File: src/rtl/div_if.sv
// ---------------------------------------------------------------------------
// div_if -- request/response bundle between the EX stage and div_unit.
//
// Signals:
//   start      : request pulse; operands and op are sampled when accepted
//   flush      : pipeline flush; aborts any operation in flight
//   div_op     : 00=DIV, 01=DIVU, 10=REM, 11=REMU
//   data1      : dividend (rs1)
//   data2      : divisor (rs2)
//   busy       : high while an operation is in flight (stall request)
//   done       : one-cycle pulse, div_result valid
//   div_result : quotient or remainder of the captured op
//
// Modports: master (pipeline side), slave (divider side).
// ---------------------------------------------------------------------------
interface div_if #(
  parameter int XLEN = 32
);
  logic            start;
  logic            flush;
  logic [1:0]      div_op;
  logic [XLEN-1:0] data1;
  logic [XLEN-1:0] data2;
  logic            busy;
  logic            done;
  logic [XLEN-1:0] div_result;

  modport master (
    output start, flush, div_op, data1, data2,
    input  busy, done, div_result
  );

  modport slave (
    input  start, flush, div_op, data1, data2,
    output busy, done, div_result
  );
endinterface

File: src/rtl/div_unit.sv
// ---------------------------------------------------------------------------
// div_unit -- iterative radix-2 restoring divider for RV32M DIV/DIVU/REM/REMU.
//
// Ports:
//   i_clk   : clock, all state changes on the rising edge
//   i_rst_n : asynchronous active-low reset
//   io_bus  : div_if.slave (start/flush/div_op/data1/data2 in,
//             busy/done/div_result out)
//
// A request accepted at edge N keeps busy high for 32 cycles (one iteration
// per edge on the operand magnitudes), then done pulses for one cycle with the
// signed-corrected result. div_result holds until the next accepted request.
//
// Configuration macro:
//   DIV_EARLY_OUT_EN : when defined, divide-by-zero and signed-overflow
//                      requests skip the iterations and finish after a single
//                      busy cycle. Results are identical either way.
// ---------------------------------------------------------------------------
module div_unit #(
  parameter int XLEN = 32
) (
  input  logic  i_clk,
  input  logic  i_rst_n,
  div_if.slave  io_bus
);

  typedef enum logic [1:0] {
    S_IDLE,
    S_BUSY,
    S_DONE
  } state_t;

  localparam logic [XLEN-1:0] MIN_NEG = {1'b1, {(XLEN-1){1'b0}}};
  localparam logic [XLEN-1:0] ALL_ONES = {XLEN{1'b1}};

  state_t          r_state;
  logic [4:0]      r_cnt;
  logic [1:0]      r_op;
  logic [XLEN-1:0] r_dividend;
  logic [XLEN-1:0] r_divisorMag;
  logic [XLEN-1:0] r_quo;
  logic [XLEN-1:0] r_rem;
  logic            r_negQ;
  logic            r_negR;
  logic            r_divZero;
  logic            r_ovf;
  logic            r_busy;
  logic            r_done;
  logic [XLEN-1:0] r_result;

  // Capture-side decode: DIV and REM (op[0]=0) are the signed flavours.
  logic            w_isSigned;
  logic            w_aNeg;
  logic            w_bNeg;
  logic [XLEN-1:0] w_aMag;
  logic [XLEN-1:0] w_bMag;
  logic            w_divZero;
  logic            w_ovf;

  assign w_isSigned = ~io_bus.div_op[0];
  assign w_aNeg     = w_isSigned & io_bus.data1[XLEN-1];
  assign w_bNeg     = w_isSigned & io_bus.data2[XLEN-1];
  assign w_aMag     = w_aNeg ? (~io_bus.data1 + 1'b1) : io_bus.data1;
  assign w_bMag     = w_bNeg ? (~io_bus.data2 + 1'b1) : io_bus.data2;
  assign w_divZero  = (io_bus.data2 == '0);
  assign w_ovf      = w_isSigned & (io_bus.data1 == MIN_NEG) & (io_bus.data2 == ALL_ONES);

  // One restoring step: shift the next dividend bit into the partial
  // remainder and subtract the divisor if it fits. r_quo starts as the
  // dividend magnitude and is shifted out MSB-first while quotient bits
  // shift in at the bottom.
  logic [XLEN:0]   w_shift;
  logic [XLEN:0]   w_diff;
  logic            w_fits;
  logic [XLEN-1:0] w_nextRem;
  logic [XLEN-1:0] w_nextQuo;

  assign w_shift   = {r_rem, r_quo[XLEN-1]};
  assign w_diff    = w_shift - {1'b0, r_divisorMag};
  assign w_fits    = ~w_diff[XLEN];
  assign w_nextRem = w_fits ? w_diff[XLEN-1:0] : w_shift[XLEN-1:0];
  assign w_nextQuo = {r_quo[XLEN-2:0], w_fits};

  // Divide-by-zero and overflow are resolved from the captured flags so the
  // signed quotient of x/0 is all ones rather than a sign-corrected value.
  logic [XLEN-1:0] w_special;
  logic [XLEN-1:0] w_quoSigned;
  logic [XLEN-1:0] w_remSigned;
  logic [XLEN-1:0] w_finalResult;
  logic            w_earlyOut;

  assign w_special     = r_op[1] ? (r_divZero ? r_dividend : '0)
                                 : (r_divZero ? ALL_ONES : MIN_NEG);
  assign w_quoSigned   = r_negQ ? (~w_nextQuo + 1'b1) : w_nextQuo;
  assign w_remSigned   = r_negR ? (~w_nextRem + 1'b1) : w_nextRem;
  assign w_finalResult = (r_divZero | r_ovf) ? w_special
                                             : (r_op[1] ? w_remSigned : w_quoSigned);

`ifdef DIV_EARLY_OUT_EN
  assign w_earlyOut = r_divZero | r_ovf;
`else
  assign w_earlyOut = 1'b0;
`endif

  // Control FSM plus datapath registers. busy/done are registered alongside
  // the state so they are glitch-free for the hazard unit. Flush beats start
  // in every state and never touches the result register.
  always_ff @(posedge i_clk or negedge i_rst_n) begin
    if (!i_rst_n) begin
      r_state      <= S_IDLE;
      r_cnt        <= '0;
      r_op         <= '0;
      r_dividend   <= '0;
      r_divisorMag <= '0;
      r_quo        <= '0;
      r_rem        <= '0;
      r_negQ       <= 1'b0;
      r_negR       <= 1'b0;
      r_divZero    <= 1'b0;
      r_ovf        <= 1'b0;
      r_busy       <= 1'b0;
      r_done       <= 1'b0;
      r_result     <= '0;
    end else begin
      case (r_state)
        S_IDLE, S_DONE: begin
          r_done <= 1'b0;
          if (io_bus.start && !io_bus.flush) begin
            r_state      <= S_BUSY;
            r_busy       <= 1'b1;
            r_cnt        <= '0;
            r_op         <= io_bus.div_op;
            r_dividend   <= io_bus.data1;
            r_divisorMag <= w_bMag;
            r_quo        <= w_aMag;
            r_rem        <= '0;
            r_negQ       <= w_aNeg ^ w_bNeg;
            r_negR       <= w_aNeg;
            r_divZero    <= w_divZero;
            r_ovf        <= w_ovf;
          end else begin
            r_state <= S_IDLE;
            r_busy  <= 1'b0;
          end
        end
        S_BUSY: begin
          if (io_bus.flush) begin
            r_state <= S_IDLE;
            r_busy  <= 1'b0;
            r_done  <= 1'b0;
          end else if (w_earlyOut) begin
            r_state  <= S_DONE;
            r_busy   <= 1'b0;
            r_done   <= 1'b1;
            r_result <= w_special;
          end else begin
            r_quo <= w_nextQuo;
            r_rem <= w_nextRem;
            r_cnt <= r_cnt + 5'd1;
            if (r_cnt == 5'd31) begin
              r_state  <= S_DONE;
              r_busy   <= 1'b0;
              r_done   <= 1'b1;
              r_result <= w_finalResult;
            end
          end
        end
        default: begin
          r_state <= S_IDLE;
          r_busy  <= 1'b0;
          r_done  <= 1'b0;
        end
      endcase
    end
  end

  assign io_bus.busy       = r_busy;
  assign io_bus.done       = r_done;
  assign io_bus.div_result = r_result;

endmodule
File: src/flat_wrapper.sv
// flat-port wrapper written by rule: the top's interface ports become plain ports
module div_unit_flat 
#(
  parameter int XLEN = 32
)
  (i_clk, i_rst_n, io_bus_start, io_bus_flush, io_bus_div_op, io_bus_data1, io_bus_data2, io_bus_busy, io_bus_done, io_bus_div_result);
  div_if #(.XLEN(XLEN)) io_bus_i ();
  input  logic i_clk;
  input  logic i_rst_n;
  input wire logic [$bits(io_bus_i.start)-1:0] io_bus_start;
  input wire logic [$bits(io_bus_i.flush)-1:0] io_bus_flush;
  input wire logic [$bits(io_bus_i.div_op)-1:0] io_bus_div_op;
  input wire logic [$bits(io_bus_i.data1)-1:0] io_bus_data1;
  input wire logic [$bits(io_bus_i.data2)-1:0] io_bus_data2;
  output wire logic [$bits(io_bus_i.busy)-1:0] io_bus_busy;
  output wire logic [$bits(io_bus_i.done)-1:0] io_bus_done;
  output wire logic [$bits(io_bus_i.div_result)-1:0] io_bus_div_result;
  assign io_bus_i.start = io_bus_start;
  assign io_bus_i.flush = io_bus_flush;
  assign io_bus_i.div_op = io_bus_div_op;
  assign io_bus_i.data1 = io_bus_data1;
  assign io_bus_i.data2 = io_bus_data2;
  assign io_bus_busy = io_bus_i.busy;
  assign io_bus_done = io_bus_i.done;
  assign io_bus_div_result = io_bus_i.div_result;
  div_unit #(.XLEN(XLEN)) u_core (.i_clk(i_clk), .i_rst_n(i_rst_n), .io_bus(io_bus_i));
endmodule
File: config.mk
export PLATFORM = sky130hd
export DESIGN_NAME = div_unit_flat
export DESIGN_NICKNAME = d
export VERILOG_FILES = /design/src/rtl/div_if.sv /design/src/rtl/div_unit.sv /design/src/flat_wrapper.sv
export SDC_FILE = /design/constraint.sdc
export NUM_CORES = 1
export LEC_CHECK = 0
export ABC_AREA = 1
export BUFFER_PORTS_ARGS = -buffer_cell sky130_fd_sc_hd__buf_2
export CORE_UTILIZATION = 50
export DETAILED_ROUTE_END_ITERATION = 16
export GPL_TIMING_DRIVEN = 1
export PLACE_DENSITY = 0.79
export SETUP_SLACK_MARGIN = 0.15
export SLEW_MARGIN = 20
export SYNTH_ARGS = -nofsm -noshare
export SYNTH_HDL_FRONTEND = slang
export SYNTH_SLANG_ARGS = --single-unit
File: constraint.sdc
create_clock -name i_clk -period 10.3 [get_ports i_clk]
set_input_delay 0 -clock i_clk [delete_from_list [all_inputs] [get_ports i_clk]]
set_output_delay 0 -clock i_clk [all_outputs]
set_load 0.02 [all_outputs]
==> flow_summary_export.csv <==
group,metric,value,unit
outcome,outcome,"complete, no violations",
grt,grt_pass1_wl,75.77,mm
synthesis,ys.flop_type,"dfrtp_1",
finish,fin_nets,2446,
timing,post-route-period-util,48.28,%
critical_path,r2r_slack,5.33,ns
synthesis,synth_common_cells,"nand2_1 (678), inv_1 (291), nor2_1 (250)",
routing,wl_per_cell,17.64,µm
finish,area.growth.synth_to_final,14.07,%
clock_network,hold_buffers,60,
clock_network,clockBufferDepth,2,
die,fp.dieW,169.0,µm
hold_path,whs_path_depth,4,
grt,antenna_found_initial,3,
synthesis,syn_nets,2331,
grt,grt_pass1_vias,14250,
synthesis,syn_area,13950,µm²
die,coreArea,27180,µm²
power_and_ir_drop,clockPowerShare,14.6,%
timing,slew_headroom,37.41,%
timing,worstMarginPinSlew,0.9379,ns
power_and_ir_drop,switchingPower,2.597,mW
die,rows,60,
critical_path,crit_top_cell,"nand3_1",
critical_path,critPathCaptureType,"register",
critical_path,critPathLaunchType,"register",
timing,setup_tns,0,ns
die,die-area,28570,µm²
routing,drtIter0Drc,1835,
clock_network,clkTransAtPathRegs,0.08,ns
critical_path,path_max_fanout,37,
timing,finalHoldViolCount,0,
power_and_ir_drop,power_frac_seq,20.7,%
critical_path,worstSetupPathType,"register to register",
place,hpwlAfterDp,35.09,mm
routing,drt_first_pass_iters,6,
synthesis,synth_edf_count,0,
clock_network,cts.htree.levels,4,
routing,viasPerCell,5.707,
timing,finalCriticalPeriod,4.972,ns
place,place_congestion,0.9752,
die,start_util,51.32,%
routing,vias,15530,
routing,wl,48.02,mm
power_and_ir_drop,p_int,2.092,mW
hold_path,hold_path.class,"input pin to register",
synthesis,synth_most_common_cell,"nand2_1",
power_and_ir_drop,irDropWorstVdd,0.1970,mV
synthesis,synth_largest_area_cell,"dfrtp_1",
synthesis,synth_top_area_share,31.04,%
clock_network,clk_latency,0.45,ns
die,die_h,169.0,µm
synthesis,synthDistinctLibCells,52,
critical_path,slowest_delay,0.42,ns
clock_network,cts_tree,"done",
timing,finalSetupViolCount,0,
clock_network,cts_setup_buffers,0,
critical_path,r2r.worst_path.cells,29,
clock_network,clock_sinks,173,
clock_network,root_buffer,"clkbuf_16",
clock_network,cts_buffers,17,
finish,drive_above_1_share,9.536,%
place,port_buffers,103,
synthesis,synth.area.top_cells,"dfrtp_1 (31%), nand2_1 (18%), inv_1 (7.8%)",
critical_path,cp_slowest_cell,"fa_1",
power_and_ir_drop,comb_power_share,64.6,%
run,cap_viol_max_count,0,
timing,rsz0062_at_grt,"false",
synthesis,synth_cells,2221,
power_and_ir_drop,p_leak,8.390,nW
synthesis,synth.avg_cell_area,6.280,µm²
timing,fmax,201.1,MHz
critical_path,required,10.68,ns
power_and_ir_drop,power,4.689,mW
synthesis,ys_seq_elements,173,
timing,maxSlewViolCount,0,
timing,skew,0.01196,ns
synthesis,ys_async_sr_fraction,100.0,%
synthesis,ys_seq_area_share,31.04,%
die,ios,104,
critical_path,cp_data_arrival_time,5.35,ns
grt,grt_start_max_net_pins,66,
power_and_ir_drop,power_density,294.7,nW/µm²
grt,grt.overflow.total,0,
power_and_ir_drop,swShare,55.38,%
routing,antenna_left,0,
synthesis,ys_warn_count,0,
clock_network,ctsResizeCount,0,
grt,grt_use_total,34.12,%
routing,drc,0,
layout by cell type (no fill, tap or decap), types with 5 or more instances in the layout:
cell / count
nand4_1: 20
nor2_1: 247
nand2_4: 5
buf_2: 102
o21ai_0: 177
clkbuf_16: 17
nor2_2: 10
a21oi_2: 7
nand2_1: 677
nor3_1: 34
dlygate4sd3_1: 60
ha_1: 39
o21ai_1: 10
a21oi_1: 92
xnor2_1: 10
o31ai_1: 7
inv_2: 6
nand3b_1: 9
nand2_2: 32
nor4_1: 9
buf_4: 15
o221ai_1: 8
dfrtp_1: 173
o211ai_1: 18
xor2_1: 45
inv_1: 291
o22ai_1: 24
nand3_1: 145
a31oi_1: 10
area by class of cell:
class                           instances  area [µm²]
Clock buffer                           18       439.2
Timing Repair Buffer                  178        1235
Tap cell                              372       465.4
Inverter                              299        1122
Antenna cell                            1       2.502
Clock inverter                         14       167.7
Fill cell                            2634       11270
Sequential cell                       173        4329
Multi-Input combinational cell       1667        8148
cell families (layout without fill, tap and decap cells):
kind of cell / count (synthesis) / in the layout / share of synthesized area (%)
other: 0 / 1 / 0
AOI/OAI and AO/OA: 367 / 367 / 14.69
xor gates and xnor gates: 55 / 55 / 3.454
and+or+nand+nor: 1205 / 1205 / 36.44
buffers and inverters: 381 / 509 / 10.74
adders and majority gates: 40 / 40 / 3.642
DFF: 173 / 173 / 31.04
final timing paths:
kind                                           start                            to
min in group asynchronous                    i_rst_n       u_core.r_divisorMag[26]
worst min register to register  u_core.r_dividend[7]          u_core.r_dividend[7]
worst max-delay path                u_core.r_quo[31]  u_core.io_bus.div_result[24]
worst min-delay path                io_bus_data2[27]              u_core.r_divZero
worst max register to register      u_core.r_quo[31]  u_core.io_bus.div_result[24]
max in group asynchronous                    i_rst_n       u_core.r_divisorMag[27]
flip-flops by register name, summed over array words and instances, names as in the netlist, 2 cells and up:
| register | cells |
|---|---|
| u_core.r_rem | 32 |
| u_core.io_bus.div_result | 32 |
| u_core.r_divisorMag | 32 |
| u_core.r_state | 2 |
| u_core.r_quo | 32 |
| u_core.r_dividend | 32 |
| u_core.r_cnt | 5 |
worst max-delay path, delay by kind of cell (launching register included):
kind                       cells  cell delay, ns
AOI/OAI and AO/OA              4            0.53
adders and majority gates      3            0.93
buffers and inverters          2            0.18
DFF                            1            0.33
and+or+nand+nor               20            2.95
routing by layer:
layer	GRT usage (%)	wire, µm	up-vias	part of all wire [%]
li1	-	-	7347	-
met1	48.40	20420	7156	43
met2	52.80	20980	891	44
met3	5.331	4996	136	10
met4	11.87	1600	4	3.3
met5	0	27	-	0.056
power by group through the flow:
stage | registers, mW | clock network, mW | logic [mW]
after CTS | 0.964 | 0.687 | 2.96
final | 0.973 | 0.685 | 3.03
after floorplan | 0.932 | 0 | 2.23
after detailed placement | 0.976 | 0 | 2.92
after global placement | 0.969 | 0 | 2.89
after global routing | 0.985 | 0.712 | 3.38
per-stage QoR:
step / std cells / instance area (µm²) / hold WS, ns / utilization [%] / setup WS (ns)
finish: 2722 / 15910 / 0.01818 / 58.54 / 5.328
global route: 2721 / 15910 / 0.04390 / 58.53 / 4.835
CTS: 2721 / 15910 / 0.004776 / 58.53 / 5.417
detailed placement: 2629 / 14700 / 0.03878 / 54.09 / 5.498
global placement: 2629 / 14700 / 0.03833 / 54.09 / 5.602
floorplan: 2221 / 13950 / -0.2956 / - / 6.294
(Power assumes the default switching activity.)
